**config.mk**
```make
export PLATFORM = sky130hd
export DESIGN_NAME = frequency_result_reader
export DESIGN_NICKNAME = d
export VERILOG_FILES = /design/src/rtl/frequency_result_reader.sv
export SDC_FILE = /design/constraint.sdc
export NUM_CORES = 1
export LEC_CHECK = 0
export BUFFER_PORTS_ARGS = -buffer_cell sky130_fd_sc_hd__buf_2
export CAP_MARGIN = 25
export CELL_PAD_IN_SITES_DETAIL_PLACEMENT = 1
export CELL_PAD_IN_SITES_GLOBAL_PLACEMENT = 1
export CORE_ASPECT_RATIO = 2
export CORE_MARGIN = 3
export CORE_UTILIZATION = 23
export CTS_BUF_LIST = sky130_fd_sc_hd__clkbuf_8 sky130_fd_sc_hd__clkbuf_16
export CTS_CLUSTER_DIAMETER = 30
export CTS_CLUSTER_SIZE = 25
export DETAILED_ROUTE_END_ITERATION = 6
export PLACE_DENSITY_LB_ADDON = 0.1
export SETUP_SLACK_MARGIN = 0.05
export SLEW_MARGIN = 5
export SYNTH_ARGS = -nofsm -noshare
export SYNTH_HDL_FRONTEND = slang
export SYNTH_SLANG_ARGS = --single-unit
```
**constraint.sdc**
```tcl
create_clock -name m00_axi_aclk -period 3.4 [get_ports m00_axi_aclk]
set_input_delay 0.68 -clock m00_axi_aclk [delete_from_list [all_inputs] [get_ports m00_axi_aclk]]
set_output_delay 0.68 -clock m00_axi_aclk [all_outputs]
set_load 0.005 [all_outputs]
```
**src/rtl/frequency_result_reader.sv**
```systemverilog
// Reads REGISTERS_NUMBER consecutive result registers over AXI4-Lite on every irq rising edge.
// Define FREQUENCY_RESULT_READER_TIMEOUT_EN to enable the AR/R handshake watchdog.
module frequency_result_reader #(
    parameter int C_M00_AXI_DATA_WIDTH = 32,
    parameter int C_M00_AXI_ADDR_WIDTH = 10,
    parameter int BASE_ADDRESS         = 0,
    parameter int REGISTERS_NUMBER     = 6,
    parameter int TIMEOUT_CYCLES       = 255
) (
    input  logic                            m00_axi_aclk,
    input  logic                            m00_axi_aresetn,
    input  logic                            irq,
    output logic [C_M00_AXI_ADDR_WIDTH-1:0] m00_axi_araddr,
    output logic [2:0]                      m00_axi_arprot,
    output logic                            m00_axi_arvalid,
    input  logic                            m00_axi_arready,
    input  logic [C_M00_AXI_DATA_WIDTH-1:0] m00_axi_rdata,
    input  logic [1:0]                      m00_axi_rresp,
    input  logic                            m00_axi_rvalid,
    output logic                            m00_axi_rready,
    output logic [C_M00_AXI_DATA_WIDTH-1:0] result_data,
    output logic [2:0]                      result_index,
    output logic                            result_valid,
    output logic                            busy,
    output logic                            done,
    output logic                            error,
    output logic                            timeout
);
    typedef enum logic [1:0] {ST_IDLE, ST_ADDR, ST_DATA, ST_DONE} state_t;

    state_t                          state_q, state_d;
    logic [2:0]                      index_q, index_d;
    logic                            irq_q;
    logic [C_M00_AXI_DATA_WIDTH-1:0] data_q, data_d;
    logic [2:0]                      rindex_q, rindex_d;
    logic                            rvalid_q, rvalid_d;
    logic                            error_q, error_d;
    logic                            timeout_q, timeout_d;
    logic                            irq_rise;
    logic                            last_reg;
    logic                            wdog_hit;

    assign irq_rise = irq & ~irq_q;
    assign last_reg = (index_q == 3'(REGISTERS_NUMBER - 1));

`ifdef FREQUENCY_RESULT_READER_TIMEOUT_EN
    localparam int CNT_W = $clog2(TIMEOUT_CYCLES + 1);
    logic [CNT_W-1:0] wdog_cnt_q, wdog_cnt_d;

    // Restarts on every state change, so each ADDR and DATA phase gets a full budget.
    always_comb begin
        wdog_cnt_d = wdog_cnt_q + CNT_W'(1);
        if (state_d != state_q) begin
            wdog_cnt_d = '0;
        end
    end

    always_ff @(posedge m00_axi_aclk or negedge m00_axi_aresetn) begin
        if (!m00_axi_aresetn) begin
            wdog_cnt_q <= '0;
        end else begin
            wdog_cnt_q <= wdog_cnt_d;
        end
    end

    assign wdog_hit = (wdog_cnt_q == CNT_W'(TIMEOUT_CYCLES - 1)) &&
                      ((state_q == ST_ADDR) || (state_q == ST_DATA));
`else
    logic [31:0] timeout_cfg_unused;
    assign timeout_cfg_unused = 32'(TIMEOUT_CYCLES);
    assign wdog_hit           = 1'b0;
`endif

    always_comb begin
        state_d   = state_q;
        index_d   = index_q;
        data_d    = data_q;
        rindex_d  = rindex_q;
        rvalid_d  = 1'b0;
        error_d   = error_q;
        timeout_d = timeout_q;
        case (state_q)
            ST_IDLE: begin
                if (irq_rise) begin
                    state_d   = ST_ADDR;
                    index_d   = 3'd0;
                    error_d   = 1'b0;
                    timeout_d = 1'b0;
                end
            end
            ST_ADDR: begin
                if (m00_axi_arready) begin
                    state_d = ST_DATA;
                end else if (wdog_hit) begin
                    state_d   = ST_DONE;
                    error_d   = 1'b1;
                    timeout_d = 1'b1;
                end
            end
            ST_DATA: begin
                if (m00_axi_rvalid) begin
                    data_d   = m00_axi_rdata;
                    rindex_d = index_q;
                    rvalid_d = 1'b1;
                    if (m00_axi_rresp != 2'b00) begin
                        error_d = 1'b1;
                    end
                    if (last_reg) begin
                        state_d = ST_DONE;
                    end else begin
                        index_d = index_q + 3'd1;
                        state_d = ST_ADDR;
                    end
                end else if (wdog_hit) begin
                    state_d   = ST_DONE;
                    error_d   = 1'b1;
                    timeout_d = 1'b1;
                end
            end
            ST_DONE: begin
                state_d = ST_IDLE;
            end
            default: begin
                state_d = ST_IDLE;
            end
        endcase
    end

    always_ff @(posedge m00_axi_aclk or negedge m00_axi_aresetn) begin
        if (!m00_axi_aresetn) begin
            state_q   <= ST_IDLE;
            index_q   <= 3'd0;
            irq_q     <= 1'b0;
            data_q    <= '0;
            rindex_q  <= 3'd0;
            rvalid_q  <= 1'b0;
            error_q   <= 1'b0;
            timeout_q <= 1'b0;
        end else begin
            state_q   <= state_d;
            index_q   <= index_d;
            irq_q     <= irq;
            data_q    <= data_d;
            rindex_q  <= rindex_d;
            rvalid_q  <= rvalid_d;
            error_q   <= error_d;
            timeout_q <= timeout_d;
        end
    end

    // Handshake controls are decoded from state, so a reset drops them at once.
    assign m00_axi_arvalid = (state_q == ST_ADDR);
    assign m00_axi_rready  = (state_q == ST_DATA);
    assign m00_axi_araddr  = (state_q == ST_ADDR) ?
                             C_M00_AXI_ADDR_WIDTH'(BASE_ADDRESS + 4 * int'(index_q)) : '0;
    assign m00_axi_arprot  = 3'b000;
    assign result_data     = data_q;
    assign result_index    = rindex_q;
    assign result_valid    = rvalid_q;
    assign busy            = (state_q != ST_IDLE);
    assign done            = (state_q == ST_DONE);
    assign error           = error_q;
    assign timeout         = timeout_q;

endmodule

```
==> out/summary.json <==
{
  "first_pass_iteration_count_of_the_detailed_router": {"value": 4},
  "finalCoreUtilization": {"value": 0.318},
  "final_layout_size_suffix_gt1_frac": {"value": 0.332},
  "tritoncts": {"value": "yes"},
  "dp_hpwl": {"value": 3760, "unit": "µm"},
  "clock_latency": {"value": 280, "unit": "ps"},
  "rows": {"value": 45},
  "start_util": {"value": 0.238},
  "post_synth.cell_area_avg": {"value": 9.01, "unit": "µm²"},
  "synth_edf_count": {"value": 0},
  "grt_util_all_layers": {"value": 0.126},
  "postRouteAntennaNets": {"value": 0},
  "cellLeakagePower": {"value": 0.00142, "unit": "µW"},
  "syn-instance-count": {"value": 202},
  "cts_max_path_buffers": {"value": 2},
  "grt_start_max_net_pins": {"value": 39},
  "critical_path.max_stage_delay": {"value": 450, "unit": "ps"},
  "area_taken_by_multi_input_logic_gates": {"value": 626, "unit": "µm²"},
  "antenna_found_initial": {"value": 0},
  "clock-sinks": {"value": 43},
  "dieHeight": {"value": 132, "unit": "µm"},
  "drc": {"value": 0},
  "gp_routability_congestion": {"value": 0.707},
  "number_of_diodes_added_for_antenna_fixing": {"value": 0},
  "portBuffers": {"value": 82},
  "critical_path_at": {"value": 1320, "unit": "ps"},
  "route.detailed.wl_per_inst": {"value": 13.8, "unit": "µm"},
  "critical_path_class": {"value": "reg2out"},
  "cts_inserted_buffers": {"value": 5},
  "worstMarginPinSlew": {"value": 654, "unit": "ps"},
  "synth-seq-cells": {"value": 43},
  "area_inside_the_core_boundary": {"value": 7660, "unit": "µm²"},
  "fillerInstances": {"value": 954},
  "vdd.ir_drop.worst": {"value": 335, "unit": "µV"},
  "crit_chain": {"value": "nor2b_1 -> inv_1 -> nor2_1 -> buf_2"},
  "synth.largest_area_cell": {"value": "dfrtp_1"},
  "register_area": {"value": 1080, "unit": "µm²"},
  "number_of_buffers_inserted_by_hold_repair_at_cts": {"value": 0},
  "fin_total_pwr": {"value": 2040, "unit": "µW"},
  "layout.nets": {"value": 324},
  "cts.repair_timing.setup_buffer_count": {"value": 0},
  "synthMostInstantiatedCell": {"value": "nand2_1"},
  "power-per-cell-area": {"value": 837, "unit": "nW/µm²"},
  "mappedNetlistArea": {"value": 1820, "unit": "µm²"},
  "grt_pass1_vias": {"value": 1734},
  "synth_async_sr_flop_share": {"value": 1.00},
  "final_cells": {"value": 377},
  "finalWirelength": {"value": 5190, "unit": "µm"},
  "cap_violations": {"value": 0},
  "timing_hold_violations_final": {"value": 0},
  "crit_slowest_cell": {"value": "dfrtp_1"},
  "cp-end-kind": {"value": "primary output"},
  "ys_dominant_reg_cell": {"value": "dfrtp_1"},
  "relSlewSlack": {"value": 0.563},
  "die_outline_area": {"value": 9080, "unit": "µm²"},
  "grt_pass1_wl": {"value": 8490, "unit": "µm"},
  "clkSlewWorstSetupHoldPaths": {"value": 60, "unit": "ps"},
  "detailedRoute.firstIterationViolations": {"value": 91},
  "synth_area_leaders": {"value": "dfrtp_1 59%, nand2_1 22%, buf_4 4.5%, buf_2 1.9%, ha_1 1.4%"},
  "post-route-min-period": {"value": 2000, "unit": "ps"},
  "htree_num_levels": {"value": 2},
  "resized_cells_post_cts": {"value": 0},
  "cts_root_buffer": {"value": "clkbuf_16"},
  "worstSetupStartpointType": {"value": "register"},
  "grt_setup_unrepaired": {"value": "no"},
  "pin_count": {"value": 94},
  "fin_setup_tns": {"value": 0, "unit": "ps"},
  "synth_top_cell_area_share": {"value": 0.591},
  "number_of_placed_cells_counting_well_taps": {"value": 370},
  "synth.cells.most_frequent": {"value": "106 x nand2_1, 43 x dfrtp_1, 11 x buf_4"},
  "outcome": {"value": "finished, final reports clean"},
  "required_time_of_the_worst_setup_path": {"value": 2720, "unit": "ps"},
  "clock-skew-final": {"value": 3.14, "unit": "ps"},
  "max_clock_freq": {"value": 499, "unit": "MHz"},
  "hold_slack": {"value": 383, "unit": "ps"},
  "setup_violations": {"value": 0},
  "die-width": {"value": 68.9, "unit": "µm"},
  "period_utilization_post_route": {"value": 0.589},
  "drv_slew": {"value": 0},
  "path_max_fanout": {"value": 7},
  "via_count_normalized_by_instance_count": {"value": 4.12},
  "grt-ovfl-total": {"value": 0},
  "vias": {"value": 1553},
  "yosysSeqAreaShare": {"value": 0.591},
  "areaGrowthSynthToFinish": {"value": 34.0, "unit": "%"},
  "yosys_warnings": {"value": 0},
  "synthDistinctLibCells": {"value": 24},
  "worstHoldPathType": {"value": "in2async"}
}
-- metrics by stage --
| stage | setup slack [ps] | area (µm²) |
|---|---|---|
| global route | 1220 | 2440 |
| finish | 1400 | 2440 |
| detailed placement | 1300 | 2280 |
| floorplan | 1860 | 1860 |
| global placement | 1350 | 2260 |
| CTS | 1360 | 2440 |
-- critical path, delay by kind of cell (launching register included) --
kind,cells,cell delay (ps)
DFF,1,450
and+or+nand+nor,2,390
buffers and inverters,2,210
-- layout by cell type (no fill, tap or decap), types with 2 or more instances in the layout --
master and count:
o21ai_1 2, clkbuf_16 5, nor2b_1 3, inv_1 6, and2_1 3, conb_1 11, buf_2 82, a21oi_1 3
a22o_1 2, dfrtp_1 43, o21ai_0 2, nor2_1 2, nand2_1 106, ha_1 2
-- layout make-up --
class,instances,area share
multi-input cells,143,0.257
inverters,6,0.00924
clock buffers,5,0.0513
well taps,94,0.0482
flip-flops and latches,43,0.441
repair buffers,84,0.180
clock inverters,2,0.0139
-- routing by layer --
metal  vias up  GRT usage  part of all wire
met5         -          0                 0
met4         0     0.0608             0.026
met3         8     0.0333             0.069
met2        54      0.222              0.55
met1       738      0.130              0.35
li1        753          -                 -
-- flip-flops by register name, indices dropped and copies added (netlist names) --
name and count:
error 1, index_q 3, irq_q 1, result_data 32, result_index 3, result_valid 1
state_q 2
-- where the power goes --
group          switching [µW]  internal [µW]
Combinational             342            299
Clock                     194            340
Sequential                137            729
-- cells by family (layout without fill, tap and decap cells) --
| logic type | Yosys count | count (layout) | synth area share |
|---|---|---|---|
| compound gates | 11 | 11 | 0.0392 |
| fa+ha+maj | 2 | 2 | 0.0138 |
| buf+inv | 26 | 97 | 0.0853 |
| flops | 43 | 43 | 0.591 |
| mux | 1 | 1 | 0.00619 |
| other cells | 1 | 11 | 0.00206 |
| simple gates | 118 | 118 | 0.262 |
-- worst paths after layout --
check,startpoint,endpoint,slack [ps],cells past startpoint
worst max-delay path,state_q[0]$_DFFE_PN0P_,m00_axi_araddr[3],1400,4
worst min-delay path,m00_axi_aresetn,state_q[1]$_DFFE_PN0P_,380,1
worst max register to register,state_q[0]$_DFFE_PN0P_,index_q[2]$_DFFE_PN0P_,1590,4
worst min register to register,result_data[28]$_DFFE_PN0P_,result_data[28]$_DFFE_PN0P_,470,2
max in group asynchronous,m00_axi_aresetn,result_data[19]$_DFFE_PN0P_,2500,2
min in group m00_axi_aclk,result_data[28]$_DFFE_PN0P_,result_data[28]$_DFFE_PN0P_,470,2
Power figures use the tool's default switching activity.
